$ cat config.mk
export PLATFORM = sky130hd
export DESIGN_NAME = core_scheduler
export DESIGN_NICKNAME = d
export VERILOG_FILES = /design/src/rtl/sched_pkg.sv /design/src/rtl/sched_job_fifo.sv /design/src/rtl/core_scheduler.sv
export SDC_FILE = /design/constraint.sdc
export NUM_CORES = 1
export LEC_CHECK = 0
export BUFFER_PORTS_ARGS = -buffer_cell sky130_fd_sc_hd__buf_2
export CAP_MARGIN = 20
export CORE_MARGIN = 1.5
export CORE_UTILIZATION = 45
export DETAILED_ROUTE_END_ITERATION = 7
export GPL_ROUTABILITY_DRIVEN = 0
export PLACE_DENSITY_LB_ADDON = 0.05
export RECOVER_POWER = 25
export SYNTH_ARGS = -nofsm -noshare
export SYNTH_HDL_FRONTEND = slang
export SYNTH_SLANG_ARGS = --single-unit
export TNS_END_PERCENT = 30
$ cat constraint.sdc
create_clock -name clk -period 5.74 [get_ports clk]
set_input_delay 0.287 -clock clk [delete_from_list [all_inputs] [get_ports clk]]
set_output_delay 0.287 -clock clk [all_outputs]
set_load 0.03 [all_outputs]
$ cat src/rtl/sched_pkg.sv
// Shared types and default sizing for the core scheduler.
package sched_pkg;

  // Per-core lifecycle: dispatched into Run, one cycle of Clear after completion.
  typedef enum logic [1:0] {
    StIdle  = 2'd0,
    StRun   = 2'd1,
    StClear = 2'd2
  } core_state_e;

  localparam int unsigned DefNumCores   = 4;
  localparam int unsigned DefJobDepth   = 4;
  localparam int unsigned DefJobW       = 8;
  localparam int unsigned DefTimeoutCyc = 1024;

endpackage

$ cat src/rtl/sched_job_fifo.sv
// Synchronous job FIFO; Depth must be a power of two >= 2.
// Pointers carry one extra wrap bit to tell full from empty.
module sched_job_fifo #(
  parameter int unsigned Depth = 4,
  parameter int unsigned Width = 8
) (
  input  logic             clk,
  input  logic             rst,
  input  logic             push,
  input  logic [Width-1:0] wdata,
  input  logic             pop,
  output logic [Width-1:0] rdata,
  output logic             full,
  output logic             empty
);

  localparam int unsigned AW = $clog2(Depth);

  logic [Width-1:0] mem_q [Depth];
  logic [AW:0]      wr_ptr_q;
  logic [AW:0]      rd_ptr_q;

  // Pointer update; reset empties the queue.
  always_ff @(posedge clk or negedge rst) begin
    if (!rst) begin
      wr_ptr_q <= '0;
      rd_ptr_q <= '0;
    end else begin
      if (push && !full) wr_ptr_q <= wr_ptr_q + (AW + 1)'(1);
      if (pop && !empty) rd_ptr_q <= rd_ptr_q + (AW + 1)'(1);
    end
  end

  // Storage write; contents need no reset since pointers gate visibility.
  always_ff @(posedge clk) begin
    if (push && !full) mem_q[wr_ptr_q[AW-1:0]] <= wdata;
  end

  assign rdata = mem_q[rd_ptr_q[AW-1:0]];
  assign empty = (wr_ptr_q == rd_ptr_q);
  assign full  = (wr_ptr_q[AW] != rd_ptr_q[AW]) && (wr_ptr_q[AW-1:0] == rd_ptr_q[AW-1:0]);

endmodule

$ cat src/rtl/core_scheduler.sv
// Core scheduler: queues jobs, dispatches them round-robin to idle cores and
// hands back one completion record at a time, clearing the finished core.
// Optional per-core watchdog enabled by defining SCHED_TIMEOUT_EN.
module core_scheduler
  import sched_pkg::*;
#(
  parameter int unsigned  NUM_CORES   = DefNumCores,
  parameter int unsigned  JOB_DEPTH   = DefJobDepth,
  parameter int unsigned  JOB_W       = DefJobW,
  parameter int unsigned  TIMEOUT_CYC = DefTimeoutCyc,
  localparam int unsigned CoreW       = (NUM_CORES > 1) ? $clog2(NUM_CORES) : 1
) (
  input  logic                     clk,
  input  logic                     rst,
  input  logic                     job_valid,
  input  logic [JOB_W-1:0]         job_id,
  output logic                     job_ready,
  output logic [NUM_CORES-1:0]     core_start,
  output logic [NUM_CORES-1:0]     core_clr,
  output logic [NUM_CORES*JOB_W-1:0] core_job,
  input  logic [NUM_CORES-1:0]     core_done,
  output logic                     cpl_valid,
  input  logic                     cpl_ready,
  output logic [JOB_W-1:0]         cpl_id,
  output logic [CoreW-1:0]         cpl_core,
  output logic                     cpl_err,
  output logic                     idle
);

  if (TIMEOUT_CYC == 0 || JOB_DEPTH < 2 || (JOB_DEPTH & (JOB_DEPTH - 1)) != 0) begin : g_cfg_err
    $error("core_scheduler: JOB_DEPTH must be a power of two >= 2, TIMEOUT_CYC nonzero");
  end

  core_state_e                    state_q [NUM_CORES];
  core_state_e                    state_d [NUM_CORES];
  logic [CoreW-1:0]               rr_ptr_q;
  logic [NUM_CORES-1:0]           core_start_q, core_clr_q;
  logic [NUM_CORES-1:0][JOB_W-1:0] core_job_q;
  logic                           cpl_valid_q;
  logic [JOB_W-1:0]               cpl_id_q;
  logic [CoreW-1:0]               cpl_core_q;
  logic                           ready_q;

  logic                 fifo_full, fifo_empty, enq, dispatch, disp_hit, cpl_hit, cpl_load;
  logic [JOB_W-1:0]     fifo_head;
  logic [CoreW-1:0]     disp_idx, scan_idx, cpl_idx;
  logic [NUM_CORES-1:0] cand, tmo;

  // ready_q holds job_ready low through reset and for the release cycle.
  assign job_ready = ready_q & ~fifo_full;
  assign enq       = job_valid & job_ready;

  sched_job_fifo #(
    .Depth (JOB_DEPTH),
    .Width (JOB_W)
  ) u_job_fifo (
    .clk   (clk),
    .rst   (rst),
    .push  (enq),
    .wdata (job_id),
    .pop   (dispatch),
    .rdata (fifo_head),
    .full  (fifo_full),
    .empty (fifo_empty)
  );

  // First idle core at or after rr_ptr, wrapping.
  always_comb begin
    disp_hit = 1'b0;
    disp_idx = '0;
    scan_idx = '0;
    for (int unsigned i = 0; i < NUM_CORES; i++) begin
      scan_idx = CoreW'((32'(rr_ptr_q) + i) % NUM_CORES);
      if (!disp_hit && state_q[scan_idx] == StIdle) begin
        disp_hit = 1'b1;
        disp_idx = scan_idx;
      end
    end
    dispatch = disp_hit & ~fifo_empty;
  end

  // Lowest-index running core that is done (or timed out) gets the record slot.
  always_comb begin
    cand     = '0;
    cpl_hit  = 1'b0;
    cpl_idx  = '0;
    cpl_load = 1'b0;
    for (int unsigned k = 0; k < NUM_CORES; k++) begin
      cand[k] = (state_q[k] == StRun) && (core_done[k] || tmo[k]);
      if (cand[k] && !cpl_hit) begin
        cpl_hit = 1'b1;
        cpl_idx = CoreW'(k);
      end
    end
    cpl_load = cpl_hit && (!cpl_valid_q || cpl_ready);
  end

  // Per-core next state.
  always_comb begin
    for (int unsigned k = 0; k < NUM_CORES; k++) begin
      state_d[k] = state_q[k];
      unique case (state_q[k])
        StIdle:  if (dispatch && disp_idx == CoreW'(k)) state_d[k] = StRun;
        StRun:   if (cpl_load && cpl_idx == CoreW'(k)) state_d[k] = StClear;
        StClear: state_d[k] = StIdle;
        default: state_d[k] = StIdle;
      endcase
    end
  end

  // Core state, dispatch and completion registers.
  always_ff @(posedge clk or negedge rst) begin
    if (!rst) begin
      for (int unsigned k = 0; k < NUM_CORES; k++) state_q[k] <= StIdle;
      rr_ptr_q     <= '0;
      core_start_q <= '0;
      core_clr_q   <= '0;
      core_job_q   <= '0;
      cpl_valid_q  <= 1'b0;
      cpl_id_q     <= '0;
      cpl_core_q   <= '0;
      ready_q      <= 1'b0;
    end else begin
      for (int unsigned k = 0; k < NUM_CORES; k++) state_q[k] <= state_d[k];
      ready_q      <= 1'b1;
      core_start_q <= '0;
      core_clr_q   <= '0;
      if (dispatch) begin
        core_start_q[disp_idx] <= 1'b1;
        core_job_q[disp_idx]   <= fifo_head;
        rr_ptr_q <= (disp_idx == CoreW'(NUM_CORES - 1)) ? '0 : disp_idx + CoreW'(1);
      end
      if (cpl_load) begin
        cpl_valid_q         <= 1'b1;
        cpl_id_q            <= core_job_q[cpl_idx];
        cpl_core_q          <= cpl_idx;
        core_clr_q[cpl_idx] <= 1'b1;
      end else if (cpl_valid_q && cpl_ready) begin
        cpl_valid_q <= 1'b0;
      end
    end
  end

`ifdef SCHED_TIMEOUT_EN
  localparam int unsigned CntW = $clog2(TIMEOUT_CYC + 1);

  logic [CntW-1:0] cnt_q [NUM_CORES];
  logic            cpl_err_q;

  // Watchdog per core: restart at dispatch, count while running, saturate.
  always_ff @(posedge clk or negedge rst) begin
    if (!rst) begin
      for (int unsigned k = 0; k < NUM_CORES; k++) cnt_q[k] <= '0;
    end else begin
      for (int unsigned k = 0; k < NUM_CORES; k++) begin
        if (dispatch && disp_idx == CoreW'(k)) begin
          cnt_q[k] <= '0;
        end else if (state_q[k] == StRun && cnt_q[k] != CntW'(TIMEOUT_CYC)) begin
          cnt_q[k] <= cnt_q[k] + CntW'(1);
        end
      end
    end
  end

  // Timeout flags per core.
  always_comb begin
    tmo = '0;
    for (int unsigned k = 0; k < NUM_CORES; k++) begin
      tmo[k] = (state_q[k] == StRun) && (cnt_q[k] == CntW'(TIMEOUT_CYC));
    end
  end

  // A real done on the same cycle as expiry counts as a clean finish.
  always_ff @(posedge clk or negedge rst) begin
    if (!rst) cpl_err_q <= 1'b0;
    else if (cpl_load) cpl_err_q <= tmo[cpl_idx] & ~core_done[cpl_idx];
  end

  assign cpl_err = cpl_err_q;
`else
  assign tmo     = '0;
  assign cpl_err = 1'b0;
`endif

  // Idle when nothing is queued and every core is parked.
  always_comb begin
    idle = fifo_empty;
    for (int unsigned k = 0; k < NUM_CORES; k++) begin
      if (state_q[k] != StIdle) idle = 1'b0;
    end
  end

  assign core_start = core_start_q;
  assign core_clr   = core_clr_q;
  assign core_job   = core_job_q;
  assign cpl_valid  = cpl_valid_q;
  assign cpl_id     = cpl_id_q;
  assign cpl_core   = cpl_core_q;

endmodule

==> results.rst <==
.. list-table::
   :header-rows: 1

   * - Metric
     - Value
   * - I/O Buffers
     - 68
   * - Diode insertion count for antenna repair
     - 0
   * - Pre-CTS WS
     - 3140 ps
   * - DR DRC count
     - 0
   * - Number of hold violations in the final report
     - 0
   * - Post-synthesis mux area share
     - 14.2%
   * - Post-CTS setup repair buffer count
     - 0
   * - Detailed-route wire length
     - 8.96 mm
   * - Worst min path class
     - in2reg
   * - Number of detailed-route iterations in the first pass
     - 4
   * - Instance count of the mapped netlist
     - 315
   * - Max Freq
     - 0.301 GHz
   * - Number of nets in the layout
     - 406
   * - Clock tree sinks
     - 100
   * - End of the worst register-to-register path
     - cpl_id[4]
   * - Leading post-synthesis cells by cell area
     - sky130_fd_sc_hd__dfrtp_1 (39%), sky130_fd_sc_hd__edfxtp_1 (22%), sky130_fd_sc_hd__mux2_2 (7.2%)
   * - Endpoint with the worst hold slack
     - u_job_fifo.mem_q[1][2]
   * - Fill cell count
     - 851
   * - Post-route setup TNS
     - 0 ps
   * - Status
     - finished, violations left
   * - Startpoint of the worst-slack reg-to-reg timing path
     - state_q[7]
   * - Area share of the leading cell type in the synthesized netlist
     - 38.6%
   * - Number of stages on the worst hold path
     - 1
   * - Count of cells resized by post-cts repair
     - 0
   * - Most instantiated flip-flop cell in the synthesis netlist
     - sky130_fd_sc_hd__dfrtp_1
   * - Critical Path Max Stage Delay
     - ~2500 ps
   * - Root cell of the clock tree
     - sky130_fd_sc_hd__clkbuf_8
   * - Category of the critical setup timing path
     - in2async
   * - Post-synthesis adder-cell area fraction
     - under 10%
   * - Register-to-register setup slack
     - 3060 ps
   * - Most frequently used cell type in the post-synthesis netlist
     - sky130_fd_sc_hd__dfrtp_1
   * - Compound-gate portion of the synthesized area
     - approximately 7.6%
   * - Residual overflow from global routing
     - 0
   * - Unrepaired setup endpoints after global routing
     - no
   * - Fraction of the mapped netlist area in simple logic gates
     - 10.5%
   * - Routed wirelength normalized by instance count
     - 17.4 microns
   * - Hold-fix buffer count after cts
     - 0
   * - Dominant combinational cell family by area after synthesis
     - multiplexers
   * - Area taken by multi-input logic gates
     - roughly 1600 sq um
   * - Slowest-stage cell, CP
     - sky130_fd_sc_hd__clkbuf_1
   * - Post-route minimum period
     - about 3300 ps
   * - FF+latch count, synth
     - 100
   * - Critical path peak fanout
     - between 60 and 70
   * - Source of the worst hold timing path
     - job_id[2]
   * - CP Cell Sequence
     - buf_2 > clkbuf_1
   * - Layout Area Growth over Synthesis
     - 13.9%
   * - Via Count
     - 2,723
   * - Slew Limit Fails
     - 69
   * - Worst Slack Setup Final
     - 2420 ps
   * - Cell depth of the worst flop-to-flop path
     - 4
   * - Distinct cells, synth
     - 47
   * - Worst Setup Start Kind
     - primary input
   * - Max transition margin
     - -143%
   * - Clock skew
     - ~12 ps
   * - Mean cell area of the mapped netlist
     - 14.0 sq um
   * - CTS buffer count
     - 9
   * - Die Wd
     - 102 microns
   * - Area of the mapped netlist
     - 4410 sq um
   * - Die Ht
     - 102 microns
   * - Count of flip-flops with a built-in enable after synthesis
     - 32
   * - Leading post-synthesis cells by instance count
     - sky130_fd_sc_hd__dfrtp_1 (68), sky130_fd_sc_hd__edfxtp_1 (32), sky130_fd_sc_hd__mux2_2 (28)
   * - Number of global-route vias before repair
     - 2,648
   * - Buffer levels on the longest clock path
     - 2
   * - Initial core utilization
     - 47.0%
   * - Number of buffers and inverters on the critical path
     - 2
   * - Core Box Area
     - 9370 sq um
   * - Cell type with the largest total area after synthesis
     - sky130_fd_sc_hd__dfrtp_1
   * - DPL Wire Length
     - 6.18 mm
   * - Final setup violation count
     - 0
   * - CTS H-tree depth
     - 3
   * - Total placed instance area
     - 4830 sq um
   * - Post-DRT Antenna Nets
     - 0
   * - All-layer global routing usage
     - 18.7%
   * - Clock latency at the later pin of the worst-skew pair
     - 360 ps
   * - Arrival time at the worst endpoint
     - 2970 ps
   * - Failing checks
     - max-capacitance violations, max-slew violations
   * - Part of the Yosys area used for sequential elements
     - about three fifths
   * - Largest net degree at the start of global routing
     - 69
   * - Count of boundary I/O pins
     - 70
   * - Full die area
     - 10,400 sq um
   * - Via density
     - 5.29
   * - Setup crit end kind
     - async pin
   * - Tightest Pin Transition
     - 3650 ps
   * - First-pass GRT wire length
     - around 15 mm
   * - Share of the synthesized netlist area taken by xor and xnor gates
     - 1.93%
   * - Sequential cell area
     - approximately 2700 sq um
   * - Top delay family on crit path
     - buffers and inverters
   * - Synthesis Warnings
     - 0
   * - TritonCTS clock tree
     - built
   * - Net count of the mapped netlist
     - 340
   * - Fraction of registers with async set/reset
     - about 70%
   * - Final Cycle Share
     - 57.9%
   * - Initial antenna violation count
     - 0
   * - Share of final-layout standard cells stronger than drive strength 1
     - 33.2%
   * - Finished Cell Area
     - 5020 sq um
   * - Required time worst endpoint
     - around 5400 ps
   * - Rows
     - 35
   * - Clock transition at the register clock pins on the worst setup and hold paths after CTS
     - 110 ps
   * - Initial detailed-routing violation count
     - 123
   * - Max-cap viol count
     - 1
-- final cells by class --
| type | instances | share of cell area (%) |
|---|---|---|
| clock buffer | 9 | 2.47 |
| clock inverter | 7 | 1.62 |
| inverter | 8 | 0.598 |
| multi-input combinational | 193 | 32.4 |
| sequential | 100 | 53.0 |
| tap | 129 | 3.22 |
| timing repair buffer | 69 | 6.66 |
-- layer usage --
layer  global-route usage (%)  vias up  wire, microns
met5                        0        -              0
met4                     6.32        0             97
met3                     3.15        9            443
met2                     28.1       70           4020
met1                     27.8     1344           4410
li1                         -     1300              -
-- flip-flops by register name, indices dropped and copies added (netlist names) --
register,count
cpl_valid,1
cpl_id,8
rr_ptr_q,2
u_job_fifo.wr_ptr_q,3
core_clr,4
ready_q,1
u_job_fifo.mem_q,32
core_start,4
core_job,32
state_q,8
u_job_fifo.rd_ptr_q,3
cpl_core,2
-- logic make-up after synthesis --
logic type | Yosys count
flip-flops | 100
AND/OR/NAND/NOR | 87
multiplexers | 44
AO/OA/AOI/OAI | 43
buffers and inverters | 22
adder cells (fa/ha/maj) | 9
XOR/XNOR | 8
other | 2
-- per-stage QoR --
step | cells | hold WS, ps | utilization (%)
5_1_grt | 515 | 168 | 53.6
2_1_floorplan | 315 | -8.59 | -
3_3_place_gp | 499 | 485 | 51.5
4_1_cts | 515 | 116 | 53.7
6_report | 515 | 174 | 53.6
3_5_place_dp | 499 | 483 | 51.5
-- how the worst max path moves through the flow --
stage	startpoint	slack, ps	to	cells after the start
after floorplan	u_job_fifo.rd_ptr_q[1]	3540	u_job_fifo.mem_q[3][0]	4
after global placement	state_q[7]	3240	cpl_id[2]	4
after detailed placement	state_q[7]	3140	cpl_id[2]	4
after CTS	state_q[7]	3090	cpl_id[2]	4
after global routing	rst	1560	core_job[24]	2
final	rst	2420	u_job_fifo.wr_ptr_q[0]	2
-- layout by cell type, fill, tap and decap left out, types with 4 or more instances in the layout --
cell type                   n
sky130_fd_sc_hd__o32a_1     8
sky130_fd_sc_hd__nand2_1   20
sky130_fd_sc_hd__clkbuf_1   9
sky130_fd_sc_hd__mux4_2     5
sky130_fd_sc_hd__mux2_4     8
sky130_fd_sc_hd__a21oi_1   14
sky130_fd_sc_hd__nor3_1     5
sky130_fd_sc_hd__dfrtp_1   68
sky130_fd_sc_hd__and3_1     6
sky130_fd_sc_hd__nand3b_1   4
sky130_fd_sc_hd__edfxtp_1  32
sky130_fd_sc_hd__clkbuf_8   9
sky130_fd_sc_hd__mux2_2    28
sky130_fd_sc_hd__inv_1      8
sky130_fd_sc_hd__nor2_1    12
sky130_fd_sc_hd__o21ai_0    4
sky130_fd_sc_hd__buf_2     60
sky130_fd_sc_hd__a21boi_0   8
sky130_fd_sc_hd__nand3_1   20
sky130_fd_sc_hd__ha_1       9
Power is left out: the tool's default activity adds up to more than one toggle a clock period on the data nets, which glitch-free logic cannot reach.
